[src/rtl/fft_pkg.sv]
// fft_pkg: shared Q16.16 constants, butterfly state enum and complex sample type
package fft_pkg;
  localparam int Q_W = 32;
  localparam int Q_FRAC = 16;
  localparam logic [Q_W-1:0] ONE_Q16 = 32'h00010000;
  typedef enum logic [2:0] {IDLE, HALF, CALC, OUT_A, OUT_B} state_t;
  typedef struct packed {
    logic [Q_W-1:0] re;
    logic [Q_W-1:0] im;
  } complex_q16;
endpackage

[src/rtl/cmul_conj_q16.sv]
// cmul_conj_q16: combinational d*conj(w) for a 33-bit difference and Q16.16 twiddle, floor-truncated to Q16.16
module cmul_conj_q16
  import fft_pkg::*;
(
  input  logic signed [Q_W:0]   d_re,
  input  logic signed [Q_W:0]   d_im,
  input  logic        [Q_W-1:0] w_re,
  input  logic        [Q_W-1:0] w_im,
  output complex_q16            y
);
  localparam int PW = Q_W + Q_FRAC;
  logic signed [PW-1:0] wr, wi, p_re, p_im;
  logic [Q_FRAC-1:0] unused_re, unused_im;
  assign wr = PW'($signed(w_re));
  assign wi = PW'($signed(w_im));
  // only bits [47:0] of the products survive truncation, so 48-bit arithmetic is exact here
  assign p_re = PW'(d_re) * wr + PW'(d_im) * wi;
  assign p_im = PW'(d_im) * wr - PW'(d_re) * wi;
  assign {y.re, unused_re} = p_re;
  assign {y.im, unused_im} = p_im;
endmodule

[src/rtl/ifft_butterfly_2_point_seq.sv]
// ifft_butterfly_2_point_seq: serial 2-point inverse butterfly a=x0+x1, b=(x0-x1)*conj(W); IFFT_SCALE_EN halves both results
module ifft_butterfly_2_point_seq
  import fft_pkg::*;
#(
  parameter logic [Q_W-1:0] W_REAL = ONE_Q16,
  parameter logic [Q_W-1:0] W_IMAG = 32'h00000000
) (
  input  logic           clk,
  input  logic           rst,
  input  logic           in_valid,
  output logic           in_ready,
  input  logic           in_first,
  input  logic [Q_W-1:0] in_real,
  input  logic [Q_W-1:0] in_imag,
  output logic           out_valid,
  input  logic           out_ready,
  output logic [Q_W-1:0] out_real,
  output logic [Q_W-1:0] out_imag,
  output logic           out_index,
  output logic [15:0]    drop_cnt
);
  localparam int SW = Q_W + 1;
  state_t state_q, state_d;
  complex_q16 x0_q, x0_d, x1_q, x1_d, a_q, a_d, b_q, b_d, out_q, out_d;
  complex_q16 a_calc, b_calc, prod;
  logic live_q, out_valid_q, out_valid_d, out_index_q, out_index_d;
  logic [15:0] drop_q, drop_d;
  logic in_fire, out_fire;
  logic signed [SW-1:0] s_re, s_im, d_re, d_im;
  assign in_ready = live_q && (state_q == IDLE || state_q == HALF);
  assign in_fire = in_valid && in_ready;
  assign out_fire = out_valid_q && out_ready;
  assign out_valid = out_valid_q;
  assign out_index = out_index_q;
  assign out_real = out_q.re;
  assign out_imag = out_q.im;
  assign drop_cnt = drop_q;
  assign s_re = SW'($signed(x0_q.re)) + SW'($signed(x1_q.re));
  assign s_im = SW'($signed(x0_q.im)) + SW'($signed(x1_q.im));
  assign d_re = SW'($signed(x0_q.re)) - SW'($signed(x1_q.re));
  assign d_im = SW'($signed(x0_q.im)) - SW'($signed(x1_q.im));
  cmul_conj_q16 u_cmul (
    .d_re(d_re),
    .d_im(d_im),
    .w_re(W_REAL),
    .w_im(W_IMAG),
    .y   (prod)
  );
`ifdef IFFT_SCALE_EN
  logic [3:0] unused_lsb;
  assign unused_lsb = {s_re[0], s_im[0], prod.re[0], prod.im[0]};
  assign a_calc = '{re: s_re[Q_W:1], im: s_im[Q_W:1]};
  assign b_calc = '{re: {prod.re[Q_W-1], prod.re[Q_W-1:1]}, im: {prod.im[Q_W-1], prod.im[Q_W-1:1]}};
`else
  logic [1:0] unused_msb;
  assign unused_msb = {s_re[Q_W], s_im[Q_W]};
  assign a_calc = '{re: s_re[Q_W-1:0], im: s_im[Q_W-1:0]};
  assign b_calc = prod;
`endif
  always_ff @(posedge clk) begin
    if (rst) begin
      state_q <= IDLE;
      live_q <= 1'b0;
      x0_q <= '0;
      x1_q <= '0;
      a_q <= '0;
      b_q <= '0;
      out_q <= '0;
      out_valid_q <= 1'b0;
      out_index_q <= 1'b0;
      drop_q <= '0;
    end else begin
      state_q <= state_d;
      live_q <= 1'b1;
      x0_q <= x0_d;
      x1_q <= x1_d;
      a_q <= a_d;
      b_q <= b_d;
      out_q <= out_d;
      out_valid_q <= out_valid_d;
      out_index_q <= out_index_d;
      drop_q <= drop_d;
    end
  end
  always_comb begin
    state_d = state_q;
    unique case (state_q)
      IDLE:    if (in_fire && in_first) state_d = HALF;
      HALF:    if (in_fire && !in_first) state_d = CALC;
      CALC:    state_d = OUT_A;
      OUT_A:   if (out_fire) state_d = OUT_B;
      OUT_B:   if (out_fire) state_d = IDLE;
      default: state_d = IDLE;
    endcase
  end
  // OUT_A spends its first cycle loading a into the output register, so a appears two edges after x1
  always_comb begin
    x0_d = (in_fire && in_first) ? complex_q16'({in_real, in_imag}) : x0_q;
    x1_d = (in_fire && !in_first && state_q == HALF) ? complex_q16'({in_real, in_imag}) : x1_q;
    drop_d = (in_fire && in_first && state_q == HALF && drop_q != 16'hFFFF) ? drop_q + 16'd1 : drop_q;
    a_d = (state_q == CALC) ? a_calc : a_q;
    b_d = (state_q == CALC) ? b_calc : b_q;
    out_valid_d = (state_q == OUT_A) || (state_q == OUT_B && !out_ready);
    out_d = (state_q == OUT_A && !out_valid_q) ? a_q :
            (state_q == OUT_A && out_fire) ? b_q :
            (state_q == OUT_B && out_fire) ? '0 : out_q;
    out_index_d = (state_q == OUT_A && out_fire) ? 1'b1 :
                  (state_q == OUT_B && out_fire) ? 1'b0 : out_index_q;
  end
endmodule

[config.mk]
export PLATFORM = sky130hd
export DESIGN_NAME = ifft_butterfly_2_point_seq
export DESIGN_NICKNAME = d
export VERILOG_FILES = /design/src/rtl/fft_pkg.sv /design/src/rtl/cmul_conj_q16.sv /design/src/rtl/ifft_butterfly_2_point_seq.sv
export SDC_FILE = /design/constraint.sdc
export NUM_CORES = 1
export LEC_CHECK = 0
export CORE_ASPECT_RATIO = 0.5
export CORE_MARGIN = 2
export CORE_UTILIZATION = 55
export CTS_BUF_LIST = sky130_fd_sc_hd__clkbuf_8
export DETAILED_ROUTE_END_ITERATION = 8
export PLACE_DENSITY = 0.8
export SYNTH_ARGS = -nofsm -noshare
export SYNTH_HDL_FRONTEND = slang
export SYNTH_SLANG_ARGS = --single-unit
[constraint.sdc]
create_clock -name clk -period 2.8 [get_ports clk]
set_clock_uncertainty 0.05 [all_clocks]
set_input_delay 0.7 -clock clk [delete_from_list [all_inputs] [get_ports clk]]
set_output_delay 0.7 -clock clk [all_outputs]
set_load 0.02 [all_outputs]
Word-level counts from Yosys, hierarchy flattened
Index checks and enable logic that the tools add are counted.

Flip-flop bits (word level): 342. Bits in latches: 0. RAM bits: 0. Memory bits (read-only): 0. Input bits: 69. Output and inout bits: 83. Word-level logic and storage cells: 61. Memories kept: 0.

$add $sub $neg: 5. Multipliers: 0. Div/mod/pow operators: 0. $lt $le $gt $ge: 0. Equality and inequality tests: 9. Shift-type cells: 0. Mux-type cells: 11. Bitwise logic cells: 0. Reduce and logical (&&, ||, !) cells: 21.

Operators with widths (count): $mux 64 (3); $add 32x32->32 (2); $sub 32x32->32 (2); $add 16x1->16 const B (1); $ne 16x16->1 const B (1); $pmux 3 s5 (1); $logic_and 1x1->1 (12); $mux 3 (4); $eq 3x2->1 const B (2); $ne 2x1->1 const B (2); $ne 2x2->1 const B (2); $reduce_and 4->1 (1); $eq 3x1->1 const B (1); $eq 3x3->1 const B (1); $logic_not 1->1 (3); $logic_not 3->1 (1); $mux 1 (3); $reduce_bool 3->1 (1); $logic_or 1x1->1 (2); $reduce_bool 2->1 (1).

Depth between registers and ports, before layout
Gate-level depths: netlist of run 1.

Depth in word-level cells: 7. Mapped depth: 13. Depth with buffers taken out: 13.

Cells and area by module
From an unflattened synthesis of run 1, not the netlist that was laid out.

Cell total of the unflattened synthesis: 15333. Area total of the unflattened synthesis: 137590.7 µm².

By module, submodules not included: cmul_conj_q16 (instances 1, cells an instance 12903, area an instance 118791.4 µm², sequential area each 0.0 µm²); ifft_butterfly_2_point_seq (instances 1, cells an instance 2430, area an instance 18799.3 µm², sequential area each 6846.6 µm²).

Worst setup path after synthesis of run 1
Ideal clock, no wire load.

Path type: flip-flop to flip-flop. Start point: register x1_q[44] in the netlist's numbering. End point: register a_q[60] in the netlist's numbering. Setup time: 0.133 ns. Data arrival time: 2.677 ns. Data required time: 2.617 ns. Path slack: -0.059 ns. Cell stages (with the launch flop): 14. Buffers on the path: 1. Period minus slack after synthesis: 2.859 ns. Path through: dfxtp_1 > inv_1 > ha_1 > buf_6 > nor3_4 > or4b_1 > nor2b_1 > a211o_2 > a31oi_4 > o31a_4 > o41ai_2 > a21oi_1 > xnor2_1 > a21oi_1.

Longest elaborated chain between the ends: 1.

RTL lines: from (decl) (line ifft_butterfly_2_point_seq.sv:24) `complex_q16 x0_q, x0_d, x1_q, x1_d, a_q, a_d, b_q, b_d, out_q, out_d;`; from (signal assigned) (line ifft_butterfly_2_point_seq.sv:65) `x1_q <= '0;`; from (signal assigned) (line ifft_butterfly_2_point_seq.sv:76) `x1_q <= x1_d;`; $add 32x32->32 (line ifft_butterfly_2_point_seq.sv:38) `assign s_re = SW'($signed(x0_q.re)) + SW'($signed(x1_q.re));`; to (signal assigned) (line ifft_butterfly_2_point_seq.sv:66) `a_q <= '0;`; to (signal assigned) (line ifft_butterfly_2_point_seq.sv:77) `a_q <= a_d;`; to (decl) (line ifft_butterfly_2_point_seq.sv:24).

Every way passes these cells. A chain may end at the register's enable or synchronous reset.

Final worst setup path of run 1
Start point: register x1_q[42] in the netlist's numbering. End point: register a_q[60] in the netlist's numbering.

Same word-level chain as after synthesis.

==> key figures, run 1 <==
Outcome
  – Outcome: finished with violations
  – Failing checks: negative setup slack

Logic synthesis
  – Synth area leader: dfxtp_1
  – Synthesized area: 18500 sq um
  – Post-synthesis compound-gate area fraction: 0.231
  – Post-synth ARST share: 0
  – Largest family of logic cells by synthesized area: compound AO/OA/AOI/OAI gates
  – #FFs+latches synth: 340
  – XOR/XNOR Fraction of Synth Area: 0.0540
  – Top_reg_cell synth: dfxtp_1
  – Avg Inst Size Synth: 7.83 sq um
  – Simple-gate share of the synthesized area: 0.195
  – Mux share of post-synthesis cell area: 0.00379
  – Share of the synthesized area in the top cell type: 0.368
  – Area share of fa/ha/maj cells after synthesis: 0.0889
  – Number of synthesized flops with an enable pin: 0
  – Sequential fraction of the synthesis area: 0.368
  – Count of different cell masters after synthesis: 88
  – Post-Syn Instances: 2362
  – Synth area leaders: dfxtp_1 (37%), ha_1 (8.5%), nand2_1 (8.4%)
  – Yosys warning total: 0
  – Synth Net Count: 2560

Global routing
  – First-pass GRT wire length: 91600 um
  – Number of global-route vias before repair: 17700
  – Grt ovf: 0
  – Largest net degree at the start of global routing: 209
  – Initial antenna violation count: 0
  – Total GRT Usage: 0.316

Routing
  – DRC viols: 0
  – Average wire per standard cell: 18.4 um
  – Drt first pass iters: 8
  – Detail Route Antenna Nets: 0
  – DR vias: 18700
  – Drt initial violations: 1882
  – Vias per std cell: 5.87
  – Routed WL: 58600 um

Clocking
  – Clock sink total: 340
  – Depth of the CTS H-tree: 2
  – Clk_lat worst skew: 610 ps
  – Hold_buf cts: 0
  – Num CTS Buffers: 48
  – CTS tree: built
  – CTS Root Cell: clkbuf_8
  – Clock buffer depth: 3
  – Clk slew on worst S/H paths: 80 ps

Place
  – Final GP Congestion: 0.953
  – Placed cells: 3068
  – Port Buffers: 151
  – Post-DP HPWL: 39100 um

STA
  – Final WS setup: -68.8 ps
  – Final Hold Violating Endpoints: 0
  – Setup Viol. Count Final: 9
  – Slew headroom: 0.249
  – RSZ-0062 raised after global routing: true
  – Achievable Freq: 349 MHz
  – Worst hold slack: 248 ps
  – Fin crit period: 2870 ps
  – Slew of the pin with the lowest slew margin: 1130 ps
  – Part of the cycle the worst path needs: 1.02
  – Max Slew Vio Count: 0

Floorplanning
  – Io pins: 152
  – Die Width: 263 um
  – Die area: 35200 sq um
  – Initial Utilization: 0.559
  – Site Rows: 47
  – CORE AREA: 33100 sq um
  – Die Y: 134 um

Setup path
  – Arrival @ worst endpoint: 3320 ps
  – Crit path top cell by count: a21oi_1
  – Worst Path Max Fanout: 8
  – Critical path required time: 3250 ps
  – WS Path Type: flop to flop
  – CP startpoint kind: flop
  – Slowest stage cell, crit path: or4b_4
  – Slowest stage delay, CP: 540 ps
  – Crit path cell chain: inv_1, ha_4, buf_4, or4b_4, nor2b_1, a211o_2, a31oi_4, o31a_4, o41ai_2, a21oi_1, xnor2_1, a21oi_1
  – Critical Path Sink Type: flop

Finish
  – # fillers: 2396
  – Layout cell share with drive strength beyond 1: 0.218
  – P&R area growth vs syn: 32.8%
  – Most frequent cells in the layout: nand2_1 (408), dfxtp_1 (314), buf_4 (278)
  – Finished Core Util: 0.742
  – Most common cell after layout, fill and taps aside: nand2_1
  – NumNets Final: 2904
  – Post-Layout Cell Count: 3181
  – Ant diodes: 0

Pwr
  – Peak supply drop: 0.326 mV
  – Power Dens Cells: 454 nW/um^2
  – P_leak: 9.83 nW

Job
  – Maxcap violations: 0

Hold path
  – Worst Hold Class: primary input to flop
==> flip-flops by register name, indices dropped and copies added (netlist names) <==
| register | cells |
|---|---|
| b_q | 62 |
| out_index | 1 |
| out_real | 32 |
| out_imag | 32 |
| out_valid | 1 |
| live_q | 1 |
| state_q | 3 |
| a_q | 64 |
| x1_q | 64 |
| drop_cnt | 16 |
| x0_q | 64 |
==> Yosys cell counts, types with 5 or more instances <==
cell and count:
o21ai_1 9, or3_1 14, o31ai_1 15, nand2b_1 20
nor2b_1 21, nand2_1 412, clkbuf_1 130, xnor2_1 91
buf_2 12, nand3b_1 5, nor2_1 220, o21ai_0 90
a311oi_1 6, nor3b_1 6, and2_1 5, mux2i_1 7
a31oi_1 10, nand4_1 17, nor3_1 31, o22ai_1 6
a221oi_1 5, or4_1 7, nor4_1 16, buf_1 12
inv_1 126, a21oi_1 305, dfxtp_1 340, nand3_1 24
a222oi_1 62, ha_1 125, o21a_1 8, or2_2 6
a21o_1 14, o21bai_1 26, a211oi_1 42, xor2_1 23
and3_1 12
==> routing by layer <==
metal  global-route usage  up-vias  wire (um)  share of wire
met4                0.107        0       1670          0.028
met5                    0        -          0              0
li1                     -     8862          -              -
met1                0.427     8943      25400           0.43
met3               0.0445      110       4190          0.071
met2                0.521      765      27300           0.47
==> through the flow <==
step                      instance area (sq um)  worst slack [ps]  setup TNS (ps)  total power (W)
after floorplan                           18500             -8.36           -15.1          0.00597
final                                     24600             -68.8            -275           0.0112
after CTS                                 23800              -106            -273           0.0110
after global routing                      24600              -171           -2070           0.0115
after global placement                    22100              -396           -2600          0.00663
after detailed placement                  22100              -389           -4690          0.00665
==> kinds of logic (layout without fill, tap and decap cells) <==
kind of cell / count (synthesis) / after routing
DFF: 340 / 340
AOI/OAI and AO/OA: 658 / 658
and+or+nand+nor: 829 / 829
adders and majority gates: 129 / 129
xor gates and xnor gates: 114 / 114
buffers and inverters: 285 / 663
muxes: 7 / 7
==> path summary, 6_finish.rpt <==
kind                                            start                     to  cells past startpoint  slack (ps)
worst max-delay path            x1_q[42]$_SDFFE_PP0P_   a_q[60]$_SDFFE_PP0N_                     12         -70
worst min-delay path                              rst  x1_q[63]$_SDFFE_PP0P_                      2         250
worst max register to register  x1_q[42]$_SDFFE_PP0P_   a_q[60]$_SDFFE_PP0N_                     12         -70
worst min register to register   b_q[16]$_SDFFE_PP0N_   b_q[16]$_SDFFE_PP0N_                      2         400
==> worst max-delay path: cells and delay by family, from the launching register on <==
family / cells / cell delay [ps]
flip-flops: 1 / 320
adder cells (fa/ha/maj): 1 / 250
AND/OR/NAND/NOR: 2 / 670
buffers and inverters: 2 / 220
XOR/XNOR: 1 / 180
AO/OA/AOI/OAI: 6 / 1080
==> area by class of cell <==
class	instances	area, sq um	share of cell area
clock inverter	23	189	0.00769
tap	441	552	0.0225
inverter	127	482	0.0196
sequential	340	6850	0.279
clock buffer	61	840	0.0342
multi-input combinational	1737	11700	0.477
timing repair buffer	452	3930	0.160
==> report_power, final <==
group          internal, W  switching [W]
Sequential         0.00489      0.0000469
Combinational     0.000922        0.00102
Clock              0.00224        0.00204
Total              0.00805        0.00310
==> timing repair <==
action | in CTS | in global routing
setup endpoints to repair | 51 | 60
pin swaps | 52 | 99
gates resized for setup | 110 | 155
buffers inserted | 21 | 12
No activity file was read; power rests on OpenSTA's default activity.
==> run 2: changes to the inputs <==
--- a/config.mk
+++ b/config.mk
@@ -7,10 +7,9 @@
 export LEC_CHECK = 0
 export CORE_ASPECT_RATIO = 0.5
 export CORE_MARGIN = 2
-export CORE_UTILIZATION = 55
-export CTS_BUF_LIST = sky130_fd_sc_hd__clkbuf_8
+export CORE_UTILIZATION = 53
 export DETAILED_ROUTE_END_ITERATION = 8
-export PLACE_DENSITY = 0.8
+export PLACE_DENSITY = 0.78
 export SYNTH_ARGS = -nofsm -noshare
 export SYNTH_HDL_FRONTEND = slang
 export SYNTH_SLANG_ARGS = --single-unit
==> key figures, run 2 (synthesized netlist as in run 1, its figures left out) <==
Floorplanning
  – Initial Utilization: 0.537
  – Site Rows: 48
  – Io pins: 152
  – Die Width: 268 um
  – CORE AREA: 34400 sq um
  – Die Y: 136 um
  – Die area: 36500 sq um

STA
  – Worst hold slack: 292 ps
  – Final WS setup: -103 ps
  – Slew headroom: 0.406
  – Final Hold Violating Endpoints: 0
  – RSZ-0062 raised after global routing: true
  – Part of the cycle the worst path needs: 1.04
  – Max Slew Vio Count: 0
  – Achievable Freq: 345 MHz
  – Slew of the pin with the lowest slew margin: 891 ps
  – Fin crit period: 2900 ps
  – Setup Viol. Count Final: 6

Setup path
  – Worst Path Max Fanout: 4
  – CP startpoint kind: flop
  – WS Path Type: flop to flop
  – Worst R2R Path Depth: 12
  – Arrival @ worst endpoint: 3300 ps
  – Crit path top cell by count: a21oi_1
  – Critical Path Sink Type: flop
  – Crit path cell chain: ha_4, fa_2, nor2b_4, nor3_4, o41ai_4, a211o_2, a31oi_4, o31a_4, o41ai_2, a21oi_1, xnor2_1, a21oi_1
  – R2r setup slk: -100 ps
  – CP startpoint: x0_q[32]$_SDFFE_PP0P_
  – Slowest stage delay, CP: 470 ps
  – Slowest stage cell, crit path: o41ai_4
  – CP endpoint: a_q[60]$_SDFFE_PP0N_
  – Critical path required time: 3190 ps
  – RR Startpoint: x0_q[32]$_SDFFE_PP0P_
  – R2R Path End: a_q[60]$_SDFFE_PP0N_

Global routing
  – Number of global-route vias before repair: 17400
  – Initial antenna violation count: 0
  – Total GRT Usage: 0.300
  – Largest net degree at the start of global routing: 132
  – Grt ovf: 0
  – First-pass GRT wire length: 89500 um

Clocking
  – Num CTS Buffers: 31
  – Depth of the CTS H-tree: 1
  – Clk_lat worst skew: 590 ps
  – Clock buffer depth: 3
  – Hold_buf cts: 0
  – CTS Root Cell: clkbuf_16
  – Clk slew on worst S/H paths: 70 ps
  – CTS tree: built
  – Clock sink total: 340

Place
  – Final GP Congestion: 0.958
  – Port Buffers: 151
  – Post-DP HPWL: 38700 um
  – Area after DPL: 22100 sq um

Pwr
  – Power Dens Cells: 474 nW/um^2
  – P_leak: 9.64 nW
  – Design Power: 0.0116 W
  – Peak supply drop: 0.662 mV

Routing
  – Detail Route Antenna Nets: 0
  – Drt initial violations: 1812
  – Drt first pass iters: 9
  – Routed met1 length: 25500 um
  – Vias per std cell: 5.79
  – DR WL met2: 27100 um
  – WL met3: 3130 um
  – DRC viols: 0
  – DR vias: 18400
  – Average wire per standard cell: 18.1 um
  – Top layer used by detailed routing: met4
  – Routed WL: 57400 um

Finish
  – P&R area growth vs syn: 32.5%
  – NumNets Final: 2878
  – Layout cell share with drive strength beyond 1: 0.199
  – Most frequent cells in the layout: nand2_1 (407), dfxtp_1 (318), a21oi_1 (280)
  – Final Cell Area: 24500 sq um
  – Most common cell after layout, fill and taps aside: nand2_1
  – Ant diodes: 0
  – # fillers: 2677
  – Finished Core Util: 0.712
  – Top flop regs: a_q: 64 flops, x0_q: 64 flops, x1_q: 64 flops

Outcome
  – Outcome: finished with violations
  – Failing checks: negative setup slack

Hold path
  – Worst Hold Class: primary input to flop

Job
  – Maxcap violations: 0
==> run 2: metrics by stage <==
| step | setup TNS (ps) | setup slack [ps] | std cells |
|---|---|---|---|
| final | -344 | -103 | 3178 |
| after global routing | -2300 | -230 | 3178 |
| after CTS | -512 | -135 | 3154 |
| after detailed placement | -5360 | -314 | 3087 |
| after global placement | -2490 | -237 | 3087 |
| after floorplan | -15.1 | -8.36 | 2362 |
==> run 2: cell type report <==
class | instances | area (sq um) | share of cell area
clock buffers | 40 | 850 | 0.0347
clock inverters | 16 | 269 | 0.0110
inverters | 127 | 483 | 0.0197
multi-input cells | 1737 | 11600 | 0.473
flip-flops and latches | 340 | 6840 | 0.279
well taps | 475 | 594 | 0.0243
repair buffers | 443 | 3870 | 0.158
==> run 2: where the power goes <==
part           total [W]  internal, W  switching (W)
Clock            0.00476      0.00278        0.00197
Combinational    0.00193     0.000927       0.000998
Sequential       0.00493      0.00489      0.0000470
Total             0.0116      0.00860        0.00302
==> run 2: critical path, delay by kind of cell (launching register included) <==
kind                       cells  cell delay [ps]
xor gates and xnor gates       1              160
DFF                            1              370
and+or+nand+nor                2              230
adders and majority gates      2              340
AOI/OAI and AO/OA              7             1600
==> run 2: worst min-delay path by stage <==
stage,start,end,slack (ps),cells after the start
after CTS,rst,a_q[63]$_SDFFE_PP0N_,280,2
after global routing,rst,b_q[50]$_SDFFE_PP0N_,290,2
after global placement,a_q[27]$_SDFFE_PP0N_,a_q[27]$_SDFFE_PP0N_,380,2
after floorplan,a_q[30]$_SDFFE_PP0N_,a_q[30]$_SDFFE_PP0N_,370,2
final,rst,b_q[50]$_SDFFE_PP0N_,290,2
after detailed placement,b_q[46]$_SDFFE_PP0N_,b_q[46]$_SDFFE_PP0N_,390,2
==> run 2: timing repair <==
| action | 4_1_cts | 5_1_grt |
|---|---|---|
| setup buffers | 12 | 25 |
| endpoints found under the setup margin | 50 | 64 |
| endpoints found under the hold margin | 0 | 0 |
| pin swaps | 33 | 83 |
| gates resized for setup | 73 | 159 |
==> run 2: metal layers <==
layer / GRT usage / vias to the layer above
li1: - / 8834
met5: 0 / -
met4: 0.0906 / 0
met1: 0.408 / 8872
met2: 0.504 / 600
met3: 0.0331 / 100
